`src/rtl/byte_packer32.sv`:
```
// ============================================================================
// Module  : byte_packer32
// Brief   : Packs an 8-bit byte stream into 32-bit words with keep/last.
// Revision: 1.0  initial release
// ============================================================================
`default_nettype none

module byte_packer32 #(
  parameter bit BIG_ENDIAN = 1'b0
) (
  input  logic        clk,
  input  logic        rst,
  input  logic [7:0]  in_data,
  input  logic        in_valid,
  input  logic        in_last,
  output logic        in_ready,
  output logic [31:0] out_data,
  output logic [3:0]  out_keep,
  output logic        out_last,
  output logic        out_valid,
  input  logic        out_ready
);

  logic [1:0]  cnt_q,   cnt_d;
  logic [23:0] acc_q,   acc_d;
  logic [31:0] data_q,  data_d;
  logic [3:0]  keep_q,  keep_d;
  logic        last_q,  last_d;
  logic        valid_q, valid_d;

  logic        accept;
  logic        xfer;
  logic        complete;
  logic [31:0] acc_pad;
  logic [31:0] lanes;
  logic [3:0]  fill;
  logic [31:0] lanes_mapped;
  logic [3:0]  fill_mapped;

  // Output slot is free when empty or being drained on this edge.
  assign in_ready = !valid_q || out_ready;

  assign accept   = in_valid && in_ready;
  assign xfer     = valid_q && out_ready;
  assign complete = accept && ((cnt_q == 2'd3) || in_last);
  assign acc_pad  = {8'h00, acc_q};

  // Word in logical lane order: accumulated lanes, current byte, then zeros.
  always_comb begin
    lanes = '0;
    fill  = '0;
    for (int k = 0; k < 4; k++) begin
      if (k < int'(cnt_q)) begin
        lanes[8*k +: 8] = acc_pad[8*k +: 8];
      end else if (k == int'(cnt_q)) begin
        lanes[8*k +: 8] = in_data;
      end
      if (k <= int'(cnt_q)) begin
        fill[k] = 1'b1;
      end
    end
  end

  generate
    if (BIG_ENDIAN) begin : g_big_endian
      assign lanes_mapped = {lanes[7:0], lanes[15:8], lanes[23:16], lanes[31:24]};
      assign fill_mapped  = {fill[0], fill[1], fill[2], fill[3]};
    end else begin : g_little_endian
      assign lanes_mapped = lanes;
      assign fill_mapped  = fill;
    end
  endgenerate

  always_comb begin
    cnt_d   = cnt_q;
    acc_d   = acc_q;
    data_d  = data_q;
    keep_d  = keep_q;
    last_d  = last_q;
    valid_d = valid_q;

    if (xfer) begin
      valid_d = 1'b0;
    end

    if (accept) begin
      if (complete) begin
        // A load on the same edge as a transfer keeps the output busy.
        data_d  = lanes_mapped;
        keep_d  = fill_mapped;
        last_d  = in_last;
        valid_d = 1'b1;
        cnt_d   = 2'd0;
        acc_d   = '0;
      end else begin
        case (cnt_q)
          2'd0:    acc_d[7:0]   = in_data;
          2'd1:    acc_d[15:8]  = in_data;
          2'd2:    acc_d[23:16] = in_data;
          default: acc_d        = acc_q;
        endcase
        cnt_d = cnt_q + 2'd1;
      end
    end
  end

  always_ff @(posedge clk) begin
    if (rst) begin
      cnt_q   <= 2'd0;
      acc_q   <= '0;
      data_q  <= '0;
      keep_q  <= '0;
      last_q  <= 1'b0;
      valid_q <= 1'b0;
    end else begin
      cnt_q   <= cnt_d;
      acc_q   <= acc_d;
      data_q  <= data_d;
      keep_q  <= keep_d;
      last_q  <= last_d;
      valid_q <= valid_d;
    end
  end

  assign out_data  = data_q;
  assign out_keep  = keep_q;
  assign out_last  = last_q;
  assign out_valid = valid_q;

endmodule

`default_nettype wire

```
`config.mk`:
```
export PLATFORM = sky130hd
export DESIGN_NAME = byte_packer32
export DESIGN_NICKNAME = d
export VERILOG_FILES = /design/src/rtl/byte_packer32.sv
export SDC_FILE = /design/constraint.sdc
export NUM_CORES = 1
export LEC_CHECK = 0
export CORE_ASPECT_RATIO = 0.9
export CORE_MARGIN = 2
export CORE_UTILIZATION = 50
export CTS_CLUSTER_DIAMETER = 50
export DETAILED_ROUTE_END_ITERATION = 8
export HOLD_SLACK_MARGIN = 0.08
export PLACE_DENSITY = 0.84
export SLEW_MARGIN = 10
export SYNTH_ARGS = -nofsm -noshare
export SYNTH_HDL_FRONTEND = slang
export SYNTH_SLANG_ARGS = --single-unit
```
`constraint.sdc`:
```
create_clock -name clk -period 2.49 [get_ports clk]
set_clock_uncertainty 0.05 [all_clocks]
set_input_delay 0.249 -clock clk [delete_from_list [all_inputs] [get_ports clk]]
set_output_delay 0.249 -clock clk [all_outputs]
set_load 0.01 [all_outputs]
```
# == Yosys cells after proc, flatten, opt, wreduce, memory -nomap -nowiden ==
# Cells that the tools add are included.
# op_classes
n_addsub,1
order_cmp,6
n_eq_ne,6
n_mux,18
n_reduce_logical,15
# ops
op,n
8-bit two-way mux,10
24-bit two-way mux,1
2-bit AND reduction,4
1-bit two-way mux,6
2-bit nonzero test,3
"2-bit equality test, first input constant",2
"2-bit equality test, second input constant",2
"2-bit less-or-equal comparator, first input constant",2
2-bit logical NOT,2
"1-bit by 2-bit < comparator with 1-bit output, first input constant",2
1-bit logical AND,3
"2-bit by 1-bit adder with 2-bit output, second input constant",1
"1-bit by 2-bit equality test with 1-bit output, first input constant",1
"2-bit by 1-bit equality test with 1-bit output, second input constant",1
"1-bit by 2-bit less-or-equal comparator with 1-bit output, first input constant",1
1-bit logical OR,2
"2-bit < comparator, first input constant",1
2-bit two-way mux,1
1-bit logical NOT,1
# word_totals
ff_bits,64
input_bits,13
output_inout_bits,39
elab_cells,54

# == Longest topological paths before layout ==
# logic_depth
word_depth,6
ltp_mapped,6
mapped_depth_nobuf,5

# == Worst setup path before layout ==
# OpenSTA, ideal clock, no wires.
# synth_path
path_kind,flip-flop to flip-flop
from,register cnt_q[1]
to,register acc_q[0]
setup_ns,0.117
t_arrival_ns,1.579
t_required_ns,2.323
path_slack_ns,0.744
path_stages_with_launch,7
path_buffers,2
synth_period_minus_slack_ns,1.746
cell_sequence,dfxtp_1 -> clkinv_1 -> ha_1 -> clkbuf_2 -> and4_1 -> buf_4 -> a32o_1
# synth_between
elab_chain_cells,5
word_cells_on_any_way,7
cone_classes,1 x eq/ne; 1 x mux; 5 x reduce/logical
# synth_lines
item,line_no,text
from (decl),24,"logic [1:0] cnt_q, cnt_d;"
from (signal assigned),116,cnt_q <= cnt_d;
2-bit equality test,45,assign complete = accept && ((cnt_q == 2'd3) || in_last);
1-bit logical OR,45,
1-bit logical AND,45,
2-bit nonzero test (no line),-,
2-bit AND reduction (no line),-,
to (signal assigned),110,acc_q <= '0;
to (signal assigned),117,acc_q <= acc_d;
to (decl),25,"logic [23:0] acc_q, acc_d;"
# Several ways; a longest one is shown, not always the timed one.
# A chain may end at the register's enable or synchronous reset.

# == Worst setup path after layout ==
# layout_path
from,input port out_ready
to,output port in_ready
# layout_between
elab_chain_cells,1
# layout_lines
item,line_no,text
from (decl),21,input logic out_ready
1-bit logical OR,41,assign in_ready = !valid_q || out_ready;
to (decl),16,"output logic in_ready,"
# Every way passes these cells.

==> summary.md <==
| Metric | Value |
|---|---|
| Run status | `finished clean` |
| First-pass GRT wire length | `12100 um` |
| Endpoints failing setup | `0` |
| Remaining Overflow, GRT | `0` |
| Category of the most critical setup path | `primary input to output port` |
| Minimum clock period after layout | `2.02 ns` |
| Top Ports | `52` |
| Sequential area share after synthesis | `45.2%` |
| Required time at the endpoint of the critical path | `2.19 ns` |
| Cell-by-cell trace of the critical path | `clkdlybuf4s50_1 -> nor2b_4 -> inv_2 -> clkdlybuf4s50_1` |
| Async S/R FF share, synth | `0%` |
| Number of library cell types mapped by synthesis | `35` |
| Worst min path class | `register to register` |
| Transition time at the pin with the least slew margin | `0.697 ns` |
| Ys flop type | `dfxtp_1` |
| Die boundary width | `83.3 um` |
| CP peak stage delay | `0.61 ns` |
| Hold bufs inserted after CTS | `0` |
| Area growth syn-to-layout | `26.2%` |
| CP bufs+invs | `3` |
| Number of global-route vias before repair | `2382` |
| TritonCTS clock tree | `done` |
| Die height | `75.4 um` |
| Mean area per synthesized cell | `10.3 um2` |
| Detailed Place HPWL | `4780 um` |
| Routed wire length | `7650 um` |
| Worst max-slew margin expressed relative to the limit | `53.4%` |
| Detailed-router iteration count before antenna repair | `5` |
| VDD IR max | `0.506 mV` |
| Setup TNS | `0 ns` |
| Beginning of the worst register-to-register path | `cnt_q[0]` |
| Pwr Density | `680 nW/um2` |
| Ant. Diodes | `0` |
| Number of core rows | `25` |
| Category of cells accounting for the largest share of critical-path delay | `buffers and inverters` |
| CP max-delay cell | `clkdlybuf4s50_1` |
| Worst Hold Path Cells | `1` |
| Pin count of the biggest net entering global routing | `37` |
| Number of design rule violations left after detail routing | `0` |
| Pre-CTS WS | `0.132 ns` |
| Peak clock frequency supported by timing | `494 MHz` |
| Inserted Clock Buffers | `9` |
| Number of gates given a new drive strength after cts | `0` |
| Filler cells | `405` |
| Die area | `6280 um2` |
| Total global-route track usage | `25.0%` |
| Yosys Warn Count | `0` |
| Finished Cell Area | `3570 um2` |
| Hold EP | `out_keep[0]` |
| Count of placed standard cells in the final layout, fillers left out | `390` |
| R2r endpoint | `out_data[12]` |
| Port-buffer cells | `51` |
| Setup slack, reg-to-reg | `0.56 ns` |
| Startpoint Class | `primary input` |
| Fraction of the cycle the final worst path needs | `81.2%` |
| Initial cell density of the core | `52.9%` |
| Kind of end point of the critical path | `output port` |
| Routed wire per std cell | `19.6 um` |
| Gate count of the mapped netlist | `276` |
| Area occupied by registers | `1280 um2` |
| Syn_nets | `295` |
| Synthesized cell area | `2830 um2` |
| Cell type with the highest occurrence count on the critical path | `clkdlybuf4s50_1` |
| H-tree levels | `3` |
| Synthesis-stage register bit count | `64` |
| Buffer depth of the longest clock path | `2` |
| Post-synth EDFFs | `0` |
| Data arrival time of the critical path | `1.72 ns` |
| Vias after detailed routing | `2525` |
| Total Nets Final | `337` |
| Startpoint of the tightest hold check path | `out_keep[0]` |
| DRC marker count from the first detailed-route iteration | `217` |
| Final number of max-transition violations | `0` |
| Worst-path maximum fanout | `16` |
| TritonCTS sink count | `64` |
| Number of endpoints with negative hold slack in the final report | `0` |
| Core area | `5350 um2` |
| Count of antenna-violating nets left after detailed routing | `0` |
| Number of max-capacitance violations reported | `0` |
| Cell count of the worst reg-to-reg path | `5` |
| Final Util | `66.8%` |
| Global placement routability congestion | `0.862` |
| Multi-input logic area | `1310 um2` |
| Vias per Instance | `6.47` |
| Antenna violations before repair | `0` |
| Clock Latency Late Sink | `0.34 ns` |
| Placement Cell Area | `3310 um2` |
| Reg clk slew, reported paths | `0.06 ns` |
| Leakage dissipation | `1.29 nW` |
| Share of layout cells above drive strength 1 | `9.91%` |
| Unrepaired setup endpoints after global routing | `false` |
| Placed cell count | `373` |
| Clk root buf | `clkbuf_8` |
| Post-CTS setup buffer count | `0` |
| Setup slack of the critical path after layout | `0.468 ns` |
[sequential cells by signal, indices dropped and copies added, names as in the netlist]
signal	flops
acc_q	24
cnt_q	2
out_data	32
out_keep	4
out_last	1
out_valid	1
[area by class of cell]
type,instances,area share (%)
multi-input combinational,163,36.6
sequential,64,35.8
timing repair buffer,59,16.5
clock buffer,14,4.83
tap,67,2.35
inverter,21,2.21
clock inverter,2,1.68
[cells in the mapped netlist, drive strengths merged, types with 2 or more instances]
library cell  instances  area (um2)
ha                    6        75.1
o21a                  2        15.0
o21ai                 2        10.0
and2                  8        50.1
inv                  20        75.1
mux2i                 8        80.1
dfxtp                64        1280
buf                  18         125
a32o                 24         240
a31oi                34         213
a21oi                10        50.1
and3b                 8        70.1
o211ai                3        55.1
and4                  3        26.3
o32ai                 8        70.1
a211oi               26         195
nor2                  2        7.51
nand4                 2        12.5
clkbuf               10        38.8
nor2b                10        70.1
[how the worst max path moves through the flow]
stage,start,to,cells past startpoint
finish,out_ready,in_ready,4
global route,out_ready,in_ready,4
CTS,cnt_q[0],out_data[17],4
detailed placement,in_last,out_data[9],4
global placement,in_last,out_data[2],4
floorplan,cnt_q[1],acc_q[0],6
[per-layer routing]
layer | up-vias | share of wire (%) | global-route usage (%) | routed length, um
met4 | 0 | 2.7 | 10.2 | 204
met1 | 1209 | 41 | 31.8 | 3160
li1 | 1153 | - | - | -
met2 | 139 | 46 | 40.7 | 3510
met3 | 24 | 10 | 7.69 | 767
met5 | - | 0 | 0 | 0
[report_power, final]
group / switching [mW] / internal (mW) / leakage (nW)
registers: 0.0224 / 1.06 / 0.522
clock network: 0.386 / 0.647 / 0.117
logic: 0.172 / 0.140 / 0.650
total: 0.580 / 1.85 / 1.29
[metrics by stage]
stage          hold WS (ns)  power (mW)
2_1_floorplan         0.411        1.29
3_3_place_gp          0.413        1.40
3_5_place_dp          0.409        1.41
4_1_cts               0.426        2.43
5_1_grt               0.439        2.51
6_report              0.424        2.43
[cells by family after synthesis]
logic type | Yosys count | synth area share [%]
compound gates | 111 | 30.5
fa+ha+maj | 6 | 2.65
buf+inv | 49 | 8.57
flops | 64 | 45.2
mux | 8 | 2.83
simple gates | 38 | 10.2
[cells in the final DEF, fill, tap and decap left out, drive strengths merged, types with 10 or more instances in the layout]
cell type and n:
clkbuf 14, dfxtp 64, a21oi 10, a32o 24
a211oi 26, clkdlybuf4s50 51, inv 20, nor2b 10
a31oi 34
Power figures use the tool's default switching activity.
